## src/rtl/ex_stage_if.sv

```systemverilog
// ID/EX-side inputs and EX/MEM-side outputs of the execute stage.
// The execute stage connects through the slave modport; the driver of the pipeline connects through master.
interface ex_stage_if #(
    parameter int W = 32
);
    logic         id_valid;
    logic [W-1:0] read_data1;
    logic [W-1:0] read_data2;
    logic [W-1:0] sign_ext_imm;
    logic [4:0]   rs;
    logic [4:0]   rt;
    logic [4:0]   rd;
    logic [3:0]   alu_op;
    logic         alusrc;
    logic         regdst;
    logic         memread;
    logic         memwrite;
    logic         memtoreg;
    logic         regwrite;
    logic         mul_start;
    logic         mfhi;
    logic         mflo;
    logic [4:0]   wb_rd;
    logic         wb_regwrite;
    logic [W-1:0] wb_data;

    logic [W-1:0] EX_M_address;
    logic [W-1:0] EX_M_write_data;
    logic [4:0]   EX_M_rd;
    logic         EX_M_memread;
    logic         EX_M_memwrite;
    logic         EX_M_memtoreg;
    logic         EX_M_regwrite;
    logic         stall;
    logic         dbg_mul_state;

    // Pipeline contract: EX_M_* move on every rising edge. When stall is high, the
    // upstream stages hold their contents and the EX/MEM register loads a bubble.
    modport master (
        output id_valid, read_data1, read_data2, sign_ext_imm, rs, rt, rd, alu_op,
               alusrc, regdst, memread, memwrite, memtoreg, regwrite, mul_start,
               mfhi, mflo, wb_rd, wb_regwrite, wb_data,
        input  EX_M_address, EX_M_write_data, EX_M_rd, EX_M_memread, EX_M_memwrite,
               EX_M_memtoreg, EX_M_regwrite, stall, dbg_mul_state
    );

    modport slave (
        input  id_valid, read_data1, read_data2, sign_ext_imm, rs, rt, rd, alu_op,
               alusrc, regdst, memread, memwrite, memtoreg, regwrite, mul_start,
               mfhi, mflo, wb_rd, wb_regwrite, wb_data,
        output EX_M_address, EX_M_write_data, EX_M_rd, EX_M_memread, EX_M_memwrite,
               EX_M_memtoreg, EX_M_regwrite, stall, dbg_mul_state
    );
endinterface

```

## src/rtl/ex_stage.sv

```systemverilog
// MIPS execute stage: forwarding ALU, iterative multu with HI/LO, and the EX/MEM register.
// dbg_mul_state exposes the multiplier FSM state (0 idle, 1 busy).
module ex_stage #(
    parameter int W          = 32,
    parameter int MUL_CYCLES = 32
) (
    input  logic       clk,
    input  logic       rst,
    ex_stage_if.slave  ex_bus
);
    localparam logic [0:0] S_IDLE = 1'b0;
    localparam logic [0:0] S_BUSY = 1'b1;
    localparam int         CW     = $clog2(MUL_CYCLES) + 1;

    logic [0:0]     r_state;
    logic [CW-1:0]  r_count;
    logic [2*W-1:0] r_mcand;
    logic [W-1:0]   r_mplier;
    logic [2*W-1:0] r_acc;
    logic [W-1:0]   r_hi;
    logic [W-1:0]   r_lo;

    logic [W-1:0]   r_address;
    logic [W-1:0]   r_write_data;
    logic [4:0]     r_rd;
    logic           r_memread;
    logic           r_memwrite;
    logic           r_memtoreg;
    logic           r_regwrite;

    logic [W-1:0]   w_fwd_a;
    logic [W-1:0]   w_fwd_b;
    logic [W-1:0]   w_op_b;
    logic [W-1:0]   w_alu;
    logic [W-1:0]   w_result;
    logic [4:0]     w_dest;
    logic [2*W-1:0] w_acc_next;
    logic           w_stall;
    logic           w_bubble;
    logic           w_slt;

    // EX/MEM forwarding wins over MEM/WB; register 0 is never forwarded.
    always_comb begin
        w_fwd_a = ex_bus.read_data1;
        if (r_regwrite && (r_rd != 5'd0) && (r_rd == ex_bus.rs))
            w_fwd_a = r_address;
        else if (ex_bus.wb_regwrite && (ex_bus.wb_rd != 5'd0) && (ex_bus.wb_rd == ex_bus.rs))
            w_fwd_a = ex_bus.wb_data;

        w_fwd_b = ex_bus.read_data2;
        if (r_regwrite && (r_rd != 5'd0) && (r_rd == ex_bus.rt))
            w_fwd_b = r_address;
        else if (ex_bus.wb_regwrite && (ex_bus.wb_rd != 5'd0) && (ex_bus.wb_rd == ex_bus.rt))
            w_fwd_b = ex_bus.wb_data;
    end

    assign w_op_b = ex_bus.alusrc ? ex_bus.sign_ext_imm : w_fwd_b;
    assign w_slt  = $signed(w_fwd_a) < $signed(w_op_b);

    always_comb begin
        w_alu = '0;
        case (ex_bus.alu_op)
            4'b0000: w_alu = w_fwd_a & w_op_b;
            4'b0001: w_alu = w_fwd_a | w_op_b;
            4'b0010: w_alu = w_fwd_a + w_op_b;
            4'b0110: w_alu = w_fwd_a - w_op_b;
            4'b0111: w_alu = {{(W-1){1'b0}}, w_slt};
            4'b1100: w_alu = ~(w_fwd_a | w_op_b);
            default: w_alu = '0;
        endcase
    end

    always_comb begin
        w_result = w_alu;
        if (ex_bus.mfhi)
            w_result = r_hi;
        else if (ex_bus.mflo)
            w_result = r_lo;
    end

    assign w_dest     = ex_bus.regdst ? ex_bus.rd : ex_bus.rt;
    assign w_stall    = (r_state == S_BUSY) && ex_bus.id_valid &&
                        (ex_bus.mul_start || ex_bus.mfhi || ex_bus.mflo);
    assign w_bubble   = w_stall || !ex_bus.id_valid || ex_bus.mul_start;
    assign w_acc_next = r_mplier[0] ? (r_acc + r_mcand) : r_acc;

    // Shift-add: multiplicand walks left, multiplier walks right, one bit per cycle.
    always_ff @(posedge clk or posedge rst) begin
        if (rst) begin
            r_state  <= S_IDLE;
            r_count  <= '0;
            r_mcand  <= '0;
            r_mplier <= '0;
            r_acc    <= '0;
            r_hi     <= '0;
            r_lo     <= '0;
        end else if (r_state == S_IDLE) begin
            if (ex_bus.id_valid && ex_bus.mul_start) begin
                r_mcand  <= {{W{1'b0}}, w_fwd_a};
                r_mplier <= w_fwd_b;
                r_acc    <= '0;
                r_count  <= '0;
                r_state  <= S_BUSY;
            end
        end else begin
            r_acc    <= w_acc_next;
            r_mcand  <= r_mcand << 1;
            r_mplier <= r_mplier >> 1;
            r_count  <= r_count + CW'(1);
            if (r_count == CW'(MUL_CYCLES - 1)) begin
                r_hi    <= w_acc_next[2*W-1:W];
                r_lo    <= w_acc_next[W-1:0];
                r_state <= S_IDLE;
            end
        end
    end

    always_ff @(posedge clk or posedge rst) begin
        if (rst) begin
            r_address    <= '0;
            r_write_data <= '0;
            r_rd         <= '0;
            r_memread    <= 1'b0;
            r_memwrite   <= 1'b0;
            r_memtoreg   <= 1'b0;
            r_regwrite   <= 1'b0;
        end else if (w_bubble) begin
            r_address    <= '0;
            r_write_data <= '0;
            r_rd         <= '0;
            r_memread    <= 1'b0;
            r_memwrite   <= 1'b0;
            r_memtoreg   <= 1'b0;
            r_regwrite   <= 1'b0;
        end else begin
            r_address    <= w_result;
            r_write_data <= w_fwd_b;
            r_rd         <= w_dest;
            r_memread    <= ex_bus.memread;
            r_memwrite   <= ex_bus.memwrite;
            r_memtoreg   <= ex_bus.memtoreg;
            r_regwrite   <= ex_bus.regwrite;
        end
    end

    assign ex_bus.EX_M_address    = r_address;
    assign ex_bus.EX_M_write_data = r_write_data;
    assign ex_bus.EX_M_rd         = r_rd;
    assign ex_bus.EX_M_memread    = r_memread;
    assign ex_bus.EX_M_memwrite   = r_memwrite;
    assign ex_bus.EX_M_memtoreg   = r_memtoreg;
    assign ex_bus.EX_M_regwrite   = r_regwrite;
    assign ex_bus.stall           = w_stall;
    assign ex_bus.dbg_mul_state   = r_state[0];
endmodule

```

## src/flat_wrapper.sv

```systemverilog
// flat-port wrapper written by rule: the top's interface ports become plain ports
module ex_stage_flat 
#(
    parameter int W          = 32,
    parameter int MUL_CYCLES = 32
)
  (clk, rst, ex_bus_id_valid, ex_bus_read_data1, ex_bus_read_data2, ex_bus_sign_ext_imm, ex_bus_rs, ex_bus_rt, ex_bus_rd, ex_bus_alu_op, ex_bus_alusrc, ex_bus_regdst, ex_bus_memread, ex_bus_memwrite, ex_bus_memtoreg, ex_bus_regwrite, ex_bus_mul_start, ex_bus_mfhi, ex_bus_mflo, ex_bus_wb_rd, ex_bus_wb_regwrite, ex_bus_wb_data, ex_bus_EX_M_address, ex_bus_EX_M_write_data, ex_bus_EX_M_rd, ex_bus_EX_M_memread, ex_bus_EX_M_memwrite, ex_bus_EX_M_memtoreg, ex_bus_EX_M_regwrite, ex_bus_stall, ex_bus_dbg_mul_state);
  ex_stage_if #(.W(W)) ex_bus_i ();
  input  logic clk;
  input  logic rst;
  input wire logic [$bits(ex_bus_i.id_valid)-1:0] ex_bus_id_valid;
  input wire logic [$bits(ex_bus_i.read_data1)-1:0] ex_bus_read_data1;
  input wire logic [$bits(ex_bus_i.read_data2)-1:0] ex_bus_read_data2;
  input wire logic [$bits(ex_bus_i.sign_ext_imm)-1:0] ex_bus_sign_ext_imm;
  input wire logic [$bits(ex_bus_i.rs)-1:0] ex_bus_rs;
  input wire logic [$bits(ex_bus_i.rt)-1:0] ex_bus_rt;
  input wire logic [$bits(ex_bus_i.rd)-1:0] ex_bus_rd;
  input wire logic [$bits(ex_bus_i.alu_op)-1:0] ex_bus_alu_op;
  input wire logic [$bits(ex_bus_i.alusrc)-1:0] ex_bus_alusrc;
  input wire logic [$bits(ex_bus_i.regdst)-1:0] ex_bus_regdst;
  input wire logic [$bits(ex_bus_i.memread)-1:0] ex_bus_memread;
  input wire logic [$bits(ex_bus_i.memwrite)-1:0] ex_bus_memwrite;
  input wire logic [$bits(ex_bus_i.memtoreg)-1:0] ex_bus_memtoreg;
  input wire logic [$bits(ex_bus_i.regwrite)-1:0] ex_bus_regwrite;
  input wire logic [$bits(ex_bus_i.mul_start)-1:0] ex_bus_mul_start;
  input wire logic [$bits(ex_bus_i.mfhi)-1:0] ex_bus_mfhi;
  input wire logic [$bits(ex_bus_i.mflo)-1:0] ex_bus_mflo;
  input wire logic [$bits(ex_bus_i.wb_rd)-1:0] ex_bus_wb_rd;
  input wire logic [$bits(ex_bus_i.wb_regwrite)-1:0] ex_bus_wb_regwrite;
  input wire logic [$bits(ex_bus_i.wb_data)-1:0] ex_bus_wb_data;
  output wire logic [$bits(ex_bus_i.EX_M_address)-1:0] ex_bus_EX_M_address;
  output wire logic [$bits(ex_bus_i.EX_M_write_data)-1:0] ex_bus_EX_M_write_data;
  output wire logic [$bits(ex_bus_i.EX_M_rd)-1:0] ex_bus_EX_M_rd;
  output wire logic [$bits(ex_bus_i.EX_M_memread)-1:0] ex_bus_EX_M_memread;
  output wire logic [$bits(ex_bus_i.EX_M_memwrite)-1:0] ex_bus_EX_M_memwrite;
  output wire logic [$bits(ex_bus_i.EX_M_memtoreg)-1:0] ex_bus_EX_M_memtoreg;
  output wire logic [$bits(ex_bus_i.EX_M_regwrite)-1:0] ex_bus_EX_M_regwrite;
  output wire logic [$bits(ex_bus_i.stall)-1:0] ex_bus_stall;
  output wire logic [$bits(ex_bus_i.dbg_mul_state)-1:0] ex_bus_dbg_mul_state;
  assign ex_bus_i.id_valid = ex_bus_id_valid;
  assign ex_bus_i.read_data1 = ex_bus_read_data1;
  assign ex_bus_i.read_data2 = ex_bus_read_data2;
  assign ex_bus_i.sign_ext_imm = ex_bus_sign_ext_imm;
  assign ex_bus_i.rs = ex_bus_rs;
  assign ex_bus_i.rt = ex_bus_rt;
  assign ex_bus_i.rd = ex_bus_rd;
  assign ex_bus_i.alu_op = ex_bus_alu_op;
  assign ex_bus_i.alusrc = ex_bus_alusrc;
  assign ex_bus_i.regdst = ex_bus_regdst;
  assign ex_bus_i.memread = ex_bus_memread;
  assign ex_bus_i.memwrite = ex_bus_memwrite;
  assign ex_bus_i.memtoreg = ex_bus_memtoreg;
  assign ex_bus_i.regwrite = ex_bus_regwrite;
  assign ex_bus_i.mul_start = ex_bus_mul_start;
  assign ex_bus_i.mfhi = ex_bus_mfhi;
  assign ex_bus_i.mflo = ex_bus_mflo;
  assign ex_bus_i.wb_rd = ex_bus_wb_rd;
  assign ex_bus_i.wb_regwrite = ex_bus_wb_regwrite;
  assign ex_bus_i.wb_data = ex_bus_wb_data;
  assign ex_bus_EX_M_address = ex_bus_i.EX_M_address;
  assign ex_bus_EX_M_write_data = ex_bus_i.EX_M_write_data;
  assign ex_bus_EX_M_rd = ex_bus_i.EX_M_rd;
  assign ex_bus_EX_M_memread = ex_bus_i.EX_M_memread;
  assign ex_bus_EX_M_memwrite = ex_bus_i.EX_M_memwrite;
  assign ex_bus_EX_M_memtoreg = ex_bus_i.EX_M_memtoreg;
  assign ex_bus_EX_M_regwrite = ex_bus_i.EX_M_regwrite;
  assign ex_bus_stall = ex_bus_i.stall;
  assign ex_bus_dbg_mul_state = ex_bus_i.dbg_mul_state;
  ex_stage #(.W(W), .MUL_CYCLES(MUL_CYCLES)) u_core (.clk(clk), .rst(rst), .ex_bus(ex_bus_i));
endmodule
```

## config.mk

```make
export PLATFORM = sky130hd
export DESIGN_NAME = ex_stage_flat
export DESIGN_NICKNAME = d
export VERILOG_FILES = /design/src/rtl/ex_stage_if.sv /design/src/rtl/ex_stage.sv /design/src/flat_wrapper.sv
export SDC_FILE = /design/constraint.sdc
export NUM_CORES = 1
export LEC_CHECK = 0
export BUFFER_PORTS_ARGS = -buffer_cell sky130_fd_sc_hd__buf_2
export CAP_MARGIN = 10
export CORE_MARGIN = 10
export CORE_UTILIZATION = 45
export CTS_CLUSTER_SIZE = 40
export DETAILED_ROUTE_END_ITERATION = 16
export GPL_TIMING_DRIVEN = 0
export PLACE_DENSITY_LB_ADDON = 0.12
export SLEW_MARGIN = 20
export SYNTH_ARGS = -nofsm -noshare
export SYNTH_HDL_FRONTEND = slang
export SYNTH_SLANG_ARGS = --single-unit
```

## constraint.sdc

```tcl
create_clock -name clk -period 13.8 [get_ports clk]
set_input_delay 2.76 -clock clk [delete_from_list [all_inputs] [get_ports clk]]
set_output_delay 2.76 -clock clk [all_outputs]
set_load 0.01 [all_outputs]
```

==> results of run 1 <==
==> layer usage <==
| metal | part of all wire, % | up-vias | track usage, % |
|---|---|---|---|
| met4 | 5.0 | 4 | 16.1 |
| li1 | - | 10564 | - |
| met2 | 48 | 1140 | 56.5 |
| met3 | 7.7 | 241 | 5.29 |
| met1 | 40 | 11658 | 41.3 |
| met5 | 0.022 | - | 0 |
==> flip-flops by register name, indices dropped and copies added (netlist names) <==
| register | count |
|---|---|
| u_core.r_mcand | 64 |
| u_core.ex_bus.EX_M_rd | 5 |
| u_core.r_lo | 32 |
| u_core.ex_bus.EX_M_address | 32 |
| u_core.ex_bus.EX_M_regwrite | 1 |
| u_core.r_count | 6 |
| u_core.r_mplier | 32 |
| u_core.r_acc | 64 |
| u_core.ex_bus.EX_M_memread | 1 |
| u_core.ex_bus.EX_M_memtoreg | 1 |
| u_core.ex_bus.EX_M_write_data | 32 |
| u_core.r_hi | 32 |
| u_core.ex_bus.EX_M_memwrite | 1 |
| u_core.ex_bus.dbg_mul_state | 1 |
==> kinds of logic (layout without fill, tap and decap cells) <==
group	count (synthesis)	after routing	share of synthesized area, %
flops	304	304	32.8
xor+xnor	83	83	3.13
mux	141	141	6.36
buf+inv	371	680	6.06
other cells	0	2	0
simple gates	724	724	14.4
compound gates	940	940	27.8
fa+ha+maj	174	174	9.48
==> worst register-to-register path, delay by kind of cell, from the launching register on <==
family / cells / cell delay [ps]
adder cells (fa/ha/maj): 2 / 680
AO/OA/AOI/OAI: 10 / 3470
flip-flops: 1 / 430
buffers and inverters: 2 / 570
multiplexers: 1 / 440
AND/OR/NAND/NOR: 4 / 1190
XOR/XNOR: 1 / 140
==> power breakdown <==
group          internal [W]  leakage [nW]  total (W)  switching [W]
sequential          0.00115          4.07    0.00141       0.000258
clock              0.000662         0.637    0.00110       0.000434
combinational      0.000741          8.01    0.00203        0.00129
total               0.00255          12.7    0.00454        0.00198
==> cell usage after synthesis (7+ instances only) <==
cell type	instances
o221a_2	8
or4_1	8
a21o_1	71
ha_1	171
clkbuf_1	155
a21oi_1	212
o2111ai_1	7
nor2b_1	7
a2111oi_0	8
nor3_1	43
o31ai_1	13
a31oi_1	15
a211oi_1	13
inv_1	184
a221o_1	15
mux2_2	51
a221oi_1	39
nand4_1	21
mux2i_1	90
o211ai_1	24
o21ai_0	225
o221ai_1	7
nor2_1	159
and3_1	24
or3_1	15
and2_1	49
nand2b_1	11
o22ai_1	10
o21a_1	17
xnor2_1	57
buf_1	17
a211o_1	10
a22o_1	75
nor4_1	14
buf_2	11
nand3_1	50
nand2_1	294
xor2_1	26
a222oi_1	63
o21bai_1	37
nor3b_1	8
dfrtp_1	304
==> how the worst max path moves through the flow <==
stage / start / to / slack [ps] / depth (start not counted)
global placement: rst / u_core.ex_bus.EX_M_write_data[24]$_DFF_PP0_ / -910 / 2
floorplan: rst / u_core.ex_bus.EX_M_address[0]$_DFF_PP0_ / 2640 / 1
global route: ex_bus_wb_rd[0] / u_core.ex_bus.EX_M_address[24]$_DFF_PP0_ / 4740 / 19
finish: ex_bus_wb_rd[2] / u_core.ex_bus.EX_M_address[28]$_DFF_PP0_ / 4820 / 19
CTS: ex_bus_wb_rd[2] / u_core.ex_bus.EX_M_address[24]$_DFF_PP0_ / 4980 / 19
detailed placement: ex_bus_wb_rd[2] / u_core.ex_bus.EX_M_address[24]$_DFF_PP0_ / 4370 / 19
==> through the flow <==
| step | cell area [µm²] | setup slack, ps | setup TNS (ps) |
|---|---|---|---|
| 2_1_floorplan | 23200 | 2640 | 0 |
| 3_3_place_gp | 25200 | -911 | -259240 |
| 3_5_place_dp | 25400 | 4370 | 0 |
| 4_1_cts | 26700 | 4980 | 0 |
| 5_1_grt | 26700 | 4740 | 0 |
| 6_report | 26700 | 4820 | 0 |
==> layout make-up <==
cell class                 instances  area, µm²  share of cell area [%]
antenna                            2       5.00                  0.0187
buffer                           183        702                    2.63
clock buffer                      49       1030                    3.86
clock inverter                    17        297                    1.11
inverter                         188        713                    2.67
multi-input combinational       2062      14200                    53.2
sequential                       304       7610                    28.5
tap                              680        851                    3.18
timing repair buffer             243       1290                    4.82
==> flow_results.org, run 1 <==
** STA
- Measured against its own limit, the worst slew margin works out to 11.9%.
- Static timing analysis puts the maximum clock frequency at 111 MHz.
- Final Max Slew Viols :: 0
- Fin crit share :: 65.1%
- Setup repair after global routing left no endpoint under its margin.
- Setup-failing EPs final :: 0
- Final Hold Violating Endpoints :: 0
- Slew of the pin with the lowest slew margin :: 1310 ps
- Shortest period the worst path allows :: 8980 ps
- Final hold analysis gives a worst-case slack of 479 ps.
- On the final layout, the worst clock skew is 22.3 ps.

** Yosys
- The top cell type by area accounts for 32.8% of the synthesized area.
- Of all cell types, the one taking the most synthesized area is dfrtp_1.
- After synthesis the netlist holds a flip-flop and latch count of 304.
- Top_reg_cell synth :: dfrtp_1
- Number of distinct library cell variants in the gate-level netlist after synthesis :: 82
- Sequential cells were found to cover 32.8% of the synthesized design area.
- Total of warnings raised by yosys :: 0
- Count of flip-flops with a built-in enable after synthesis :: 0
- Synthesized netlist cell count :: 2,737
- Of all flip-flops after synthesis, the portion carrying an async set or reset was 100%.
- Nets in the synthesized netlist :: 3,076
- Ranked by total cell area, the synthesized netlist is headed by dfrtp_1, ha_1, o21ai_0, nand2_1, a21oi_1.
- Averaged over all synthesized cells, the footprint is 8.48 µm².
- Summing every instance area after synthesis gives 23,200 µm².

** Clock tree
- Hold repair after CTS inserted 0 buffers.
- H-tree depth reported by CTS :: 2
- The longest clock path from root to sink contains 3 buffers.
- After clock tree synthesis, the repair step resized 0 gates.
- After clock tree synthesis, the setup repair step added 0 buffers.
- Root buffer selected by CTS :: clkbuf_16
- TritonCTS built the clock tree.
- Clock-pin slew was measured on the worst setup and hold paths at 60 ps.
- The clock drives 304 sinks.
- Number of clock buffers inserted by TritonCTS :: 38
- Clock latency on the worst-skew pair :: 590 ps

** Detailed routing
- Using the TritonRoute via totals, the vias-per-cell ratio works out to 6.33.
- For this run, design rule violations remaining after detail routing come to 0.
- DRT Pass-1 Iters :: 9
- Initial DRC count :: 2,603
- After detailed routing, the average wire length per cell comes to 28.2 µm.
- The final layout contains routed wiring with a total length of 105,000 µm.
- Count of vias placed by the detailed router :: 23,607
- Once detail routing completed, the nets flagged for antenna violations numbered 0.

** Setup path
- Together, buffers and inverters on the worst path number 3.
- Arrival time at the worst endpoint :: 9450 ps
- Data required time at the worst endpoint :: 14,270 ps
- In this design, the stage delay of the slowest critical-path cell is 700 ps.
- Measured in cells, the most critical reg-to-reg path has a length of 20.
- For flop-to-flop paths, the worst setup slack is 6750 ps.
- In this run the critical register-to-register path is captured at u_core.ex_bus.EX_M_address[28]$_DFF_PP0_.
- STA classifies the critical path startpoint as an input pin.
- STA classifies the critical path endpoint as a flop.
- The worst register-to-register path begins at u_core.ex_bus.EX_M_rd[1]$_DFF_PP0_.
- Walking the worst path, the cells encountered are buf_2, or4_1, o21ai_0, nor4_2, buf_2, buf_2, mux2i_1, o21ai_0, fa_1, a21o_1, a21oi_1, o211ai_1, a221o_1, o311ai_1, a2111oi_0, a221oi_1, xnor2_1, or3_1, o311ai_0.
- In this design, the largest share of critical-path delay is due to compound AO/OA/AOI/OAI gates.
- Critical path's most frequent cell :: buf_2
- Largest fanout on the critical path :: 10
- The critical path in this run is classified as in2reg.
- For this design, the slowest cell found on the critical path is o311ai_1.

** Die
- Horizontal extent of the die :: 247 µm
- Effective utilization at floorplan :: 45.3%
- The floorplan step defined a die boundary enclosing 61,000 µm².
- 240 I/O pins were placed.
- Num rows :: 83
- The floorplan step defined a core boundary enclosing 51,200 µm².
- Die Y :: 247 µm

** Final layout
- FILL cells :: 4,997
- Area grow syn2layout :: 15.2%
- The library cell used most frequently in the layout, excluding fill and tap cells, is dfrtp_1.
- Core utilization of the finished layout :: 52.2%
- Most frequent cells in the layout :: dfrtp_1, nand2_1, buf_2
- In the final layout, the share of cells above drive strength 1 is 13.4%.
- Nets@finish :: 3,359
- Final Instance Count excl. Fillers :: 3,728

** Min path
- The worst hold path begins at u_core.r_hi[15]$_DFFE_PP0P_.
- Instance count along the most critical hold path :: 2
- For hold timing, the worst endpoint is u_core.r_hi[15]$_DFFE_PP0P_.
- The worst hold path belongs to the class reg2reg.

** GRT
- Largest net degree at the start of global routing :: 103
- Global routing finished with a remaining overflow of 0.
- Vias in the first global route :: 23,225
- Number of antenna violations at the first check in global routing :: 5
- Wire length of the first global-routing pass :: 152,000 µm
- In the global route stage, overall resource usage came out at 33.6%.

** Placed design
- After legalization and detailed placement, the total HPWL measured 83,500 µm.
- Buffers placed on the I/O ports in this run total 235.
- Counting tap cells, the placed design contains a total of 3,660 instances.
- The congestion estimate from routability-driven global placement came to 1.01.

** Power
- The completed layout was analyzed and its total power is 0.00454 W.
- Total power density per cell area :: 170 nW/µm²
- The analysis attributes to cell leakage a power of 12.7 nW.
- Largest vdd supply drop :: 0.000140 V

** Flow run
- Across the run, the number of max-cap violations was 0.

** Status
- Run status :: complete, no violations
No activity file was read; power rests on OpenSTA's default activity.
==> run 2: changes to the inputs <==
ABC_AREA = 1   (was not set)
clock period = 8.2 ns   (was 13.8 ns; I/O delays follow)
==> flow_results.org, run 2 <==
** Power
- Leakage power figure :: 16.3 nW (+28%)
- Internal :: 0.00461 W (+81%)
- The net load switching power is 0.00484 W (+140%).
- Combinational group share of total power :: 56.1% (+11 points)
- The worst supply voltage drop on vdd is 0.000282 V (+100%).
- The register share of total power was 25.9% (-5.1 points).
- The relative contribution of the clock network to total power came to 18.0% (-6.2 points).
- The share of total power consumed by net switching is 51.2% (+7.5 points).
- The power per unit of standard cell area is 318 nW/µm² (+88%).

** GRT
- Overall global routing resource usage :: 35.4% (+1.8 points)
- Total overflow reported by the global router :: 0 (unchanged)
- The number of global-route vias before repair is 27,557 (+19%).
- Wire length of the first global-routing pass :: 177,000 µm (+16%)
- The number of antenna violations at the first check in global routing was 5 (unchanged).
- Largest net degree at the start of global routing :: 35 (-66%)

** STA
- Setup repair after global routing left no endpoint under its margin.
- The setup TNS after final layout is 0 ps (unchanged).
- Slew of the pin with the lowest slew margin :: 1140 ps (-171 ps)
- Final Hold Violating Endpoints :: 0 (unchanged)
- The final number of setup-violating endpoints is 0 (unchanged).
- Final Max Slew Viols :: 0 (unchanged)
- Shortest period the worst path allows :: 6480 ps
- Fin crit share :: 79.0%
- Based on the critical path, the design can be clocked at up to 154 MHz.
- The headroom to the max-slew limit is 23.7% (+12 points).
- The worst clock skew was 22.9 ps (+0.603 ps).

** Yosys
- The count of state elements after synthesis was 304 (unchanged).
- The xor/xnor cell area share of the yosys netlist is 1.71% (-1.4 points).
- Post-synthesis share of cell area spent on full adders, half adders and majority gates :: 8.43% (-1.1 points)
- Post-synthesis simple-gate area fraction :: 35.6% (+21 points)
- The gate count of the mapped netlist is 4,116 (+50%).
- List of most frequent post-synthesis cells :: nand2_1, inv_1, nand3_1
- Netlist area before placement :: 26,100 µm² (+12%)
- Library cell with the highest instance count after synthesis :: nand2_1
- Share of cell area taken by muxes after synthesis :: 0% (-6.4 points)
- Average cell area after synthesis :: 6.34 µm² (-25%)
- The number of enable flip-flop cells after synthesis is 0 (unchanged).
- Combinational family with the most area after synthesis :: simple AND/OR/NAND/NOR gates
- The largest total area in the synthesized netlist belongs to dfrtp_1.
- Nets in the synthesized netlist :: 4,455 (+45%)
- Synthesized-area fraction occupied by ao, oa, aoi and oai cells :: 14.2% (-14 points)
- Top_reg_cell synth :: dfrtp_1
- The share of flip-flops with an asynchronous set or reset after synthesis came to 100% (unchanged).
- The share of the synthesized area in the top cell type is 29.1% (-3.6 points).
- Number of distinct library cell variants in the gate-level netlist after synthesis :: 49 (-40%)
- The count of yosys warnings during synthesis was 0 (unchanged).
- Biggest area contributors in the synthesized netlist :: dfrtp_1, nand2_1, ha_1, inv_1, nand3_1
- The share of the yosys chip area belonging to registers came to 29.1% (-3.6 points).

** Final layout
- The top cell types in the final layout, fill and taps aside, are nand2_1, inv_1, nand3_1.
- FILL cells :: 6,098 (+22%)
- The net total in the final layout came to 4,742 (+41%).
- Registers with the most flip-flops :: u_core.r_acc x64, u_core.r_mcand x64
- The fraction of layout cells with a size suffix above 1 was 12.0% (-1.4 points).
- Most common cell after layout, fill and taps aside :: nand2_1
- The area growth from synthesis to layout is 13.8%.
- Core utilization of the finished layout :: 51.6% (-0.62 points)

** Detailed routing
- The number of antenna-violating nets in the routed design came to 0 (unchanged).
- The number of vias per cell was 5.54 (-13%).
- DRC violations left :: 0 (unchanged)
- Initial DRC count :: 2,691 (+3.4%)
- Count of vias placed by the detailed router :: 28,768 (+22%)
- The average wire per cell in the routed design came to 23.8 µm (-16%).
- DRT Pass-1 Iters :: 6 (-3)
- The detailed-route wire length was 124,000 µm (+17%).

** Status
- The run finished with clean final reports.

** Setup path
- R2R depth :: 26 (+30%)
- Largest fanout on the critical path :: 10 (unchanged)
- Startpoint of the most critical setup path :: ex_bus_rt[1]
- Data required time at the worst endpoint :: 8700 ps (-5570 ps)
- Worst setup path endpoint :: u_core.ex_bus.EX_M_address[22]$_DFF_PP0_
- End of the worst register-to-register path :: u_core.ex_bus.EX_M_address[22]$_DFF_PP0_
- The critical path arrival came to 6990 ps (-2460 ps).
- Kind of start point of the critical path :: input pin
- The critical path in this run is classified as in2reg.
- The worst setup path is captured at a flop.
- The worst-case register-to-register setup slack is 2810 ps (-3940 ps).
- Reg-to-Reg Start :: u_core.ex_bus.EX_M_rd[2]$_DFF_PP0_

** Placed design
- The placed wire-length estimate after detailed placement was 102,000 µm (+22%).
- Number of buffers added on ports :: 237 (+0.85%)
- The final estimated routing congestion in global placement was 1.04 (+3.2%).

** Clock tree
- The number of buffers added for setup after CTS came to 0 (unchanged).
- The cell sitting at the root of the clock tree is a clkbuf_16.
- The number of buffers created by CTS was 38 (unchanged).
- The clock net sink count came to 304 (unchanged).
- The number of gates given a new drive strength after cts is 0 (unchanged).
- The latest clock arrival within the worst-skew pair is 590 ps (about the same).
- Hold buffer count at cts :: 0 (unchanged)
- TritonCTS built the clock tree.
- CTS clock-pin slew for the worst setup and hold paths :: 60 ps (about the same)
- Maximum buffer depth of the clock tree :: 3 (unchanged)
- The number of H-tree levels came to 2 (unchanged).

** Flow run
- Max-Cap Viols :: 0 (unchanged)

** Die
- DIE AREA :: 68,000 µm² (+11%)
- Num rows :: 88 (+6.0%)
- The I/O pin count came to 240 (unchanged).
- The area of the core came to 57,600 µm² (+12%).
- The starting density of the core was 45.3% (about the same).
- Die Y :: 261 µm (+5.6%)
- The overall die width came to 261 µm (+5.6%).

** Min path
- Min-delay worst type :: reg2reg
[run 2: final cells by class]
class | count | area [µm²] | share of cell area, %
inverters | 575 | 2160 | 7.28
plain buffers | 156 | 693 | 2.33
clock inverters | 16 | 176 | 0.594
well taps | 765 | 957 | 3.22
flip-flops and latches | 304 | 7610 | 25.6
diodes | 2 | 5.00 | 0.0168
repair buffers | 247 | 1400 | 4.72
clock buffers | 51 | 1060 | 3.57
multi-input cells | 3081 | 15600 | 52.7
[run 2: layer usage]
metal	wire, µm	vias to the layer above	track usage (%)
met5	13	-	0
met4	7770	2	20.3
met3	9100	295	5.34
met2	59000	1214	60.6
met1	47900	13478	41.7
li1	-	13779	-
[run 2: critical path: stages]
cell	delay [ps]
buf_2	140
xnor2_1	150
nand2_1	70
nor3_1	260
nand2_1	410
clkbuf_1	610
nand2_1	210
nand3_1	200
o21ai_2	220
nand2_1	80
o21ai_1	210
inv_2	70
ha_1	270
fa_1	500
nand3_1	130
nand3_1	290
nand2_1	150
nand2_1	120
nand2_1	120
nand2_1	190
nand2_1	170
nand2_1	70
nand2_1	50
nand3_1	60
nand3_1	310
nand2_1	100
a21oi_1	170
[run 2: through the flow]
stage                     hold slack [ps]  worst slack [ps]  instances  area [µm²]  power [W]
after floorplan                       442              2520       4116       26100    0.00586
after global placement                460               448       5118       28200    0.00757
after detailed placement              467              1300       5128       28500    0.00763
after CTS                             484              1900       5195       29700    0.00935
after global routing                  512              1540       5197       29700     0.0101
final                                 486              1720       5197       29700    0.00946
[run 2: power by group through the flow]
stage	Combinational [W]	Clock [W]	Sequential [W]
2_1_floorplan	0.00356	0	0.00230
3_3_place_gp	0.00513	0	0.00245
3_5_place_dp	0.00519	0	0.00244
4_1_cts	0.00521	0.00172	0.00243
5_1_grt	0.00584	0.00177	0.00249
6_report	0.00531	0.00171	0.00245
[run 2: worst min path at each step]
stage	start	end	slack, ps	cells past startpoint
global placement	u_core.r_lo[0]$_DFFE_PP0P_	u_core.r_lo[0]$_DFFE_PP0P_	460	2
floorplan	u_core.r_lo[0]$_DFFE_PP0P_	u_core.r_lo[0]$_DFFE_PP0P_	440	2
CTS	u_core.r_lo[22]$_DFFE_PP0P_	u_core.r_lo[22]$_DFFE_PP0P_	480	2
finish	u_core.r_lo[27]$_DFFE_PP0P_	u_core.r_lo[27]$_DFFE_PP0P_	490	2
detailed placement	u_core.r_lo[22]$_DFFE_PP0P_	u_core.r_lo[22]$_DFFE_PP0P_	470	2
global route	u_core.r_hi[7]$_DFFE_PP0P_	u_core.r_hi[7]$_DFFE_PP0P_	510	2
[run 2: cells by family after synthesis]
family | count (synthesis)
flops | 304
simple gates | 2248
fa+ha+maj | 174
buf+inv | 731
compound gates | 608
xor+xnor | 51
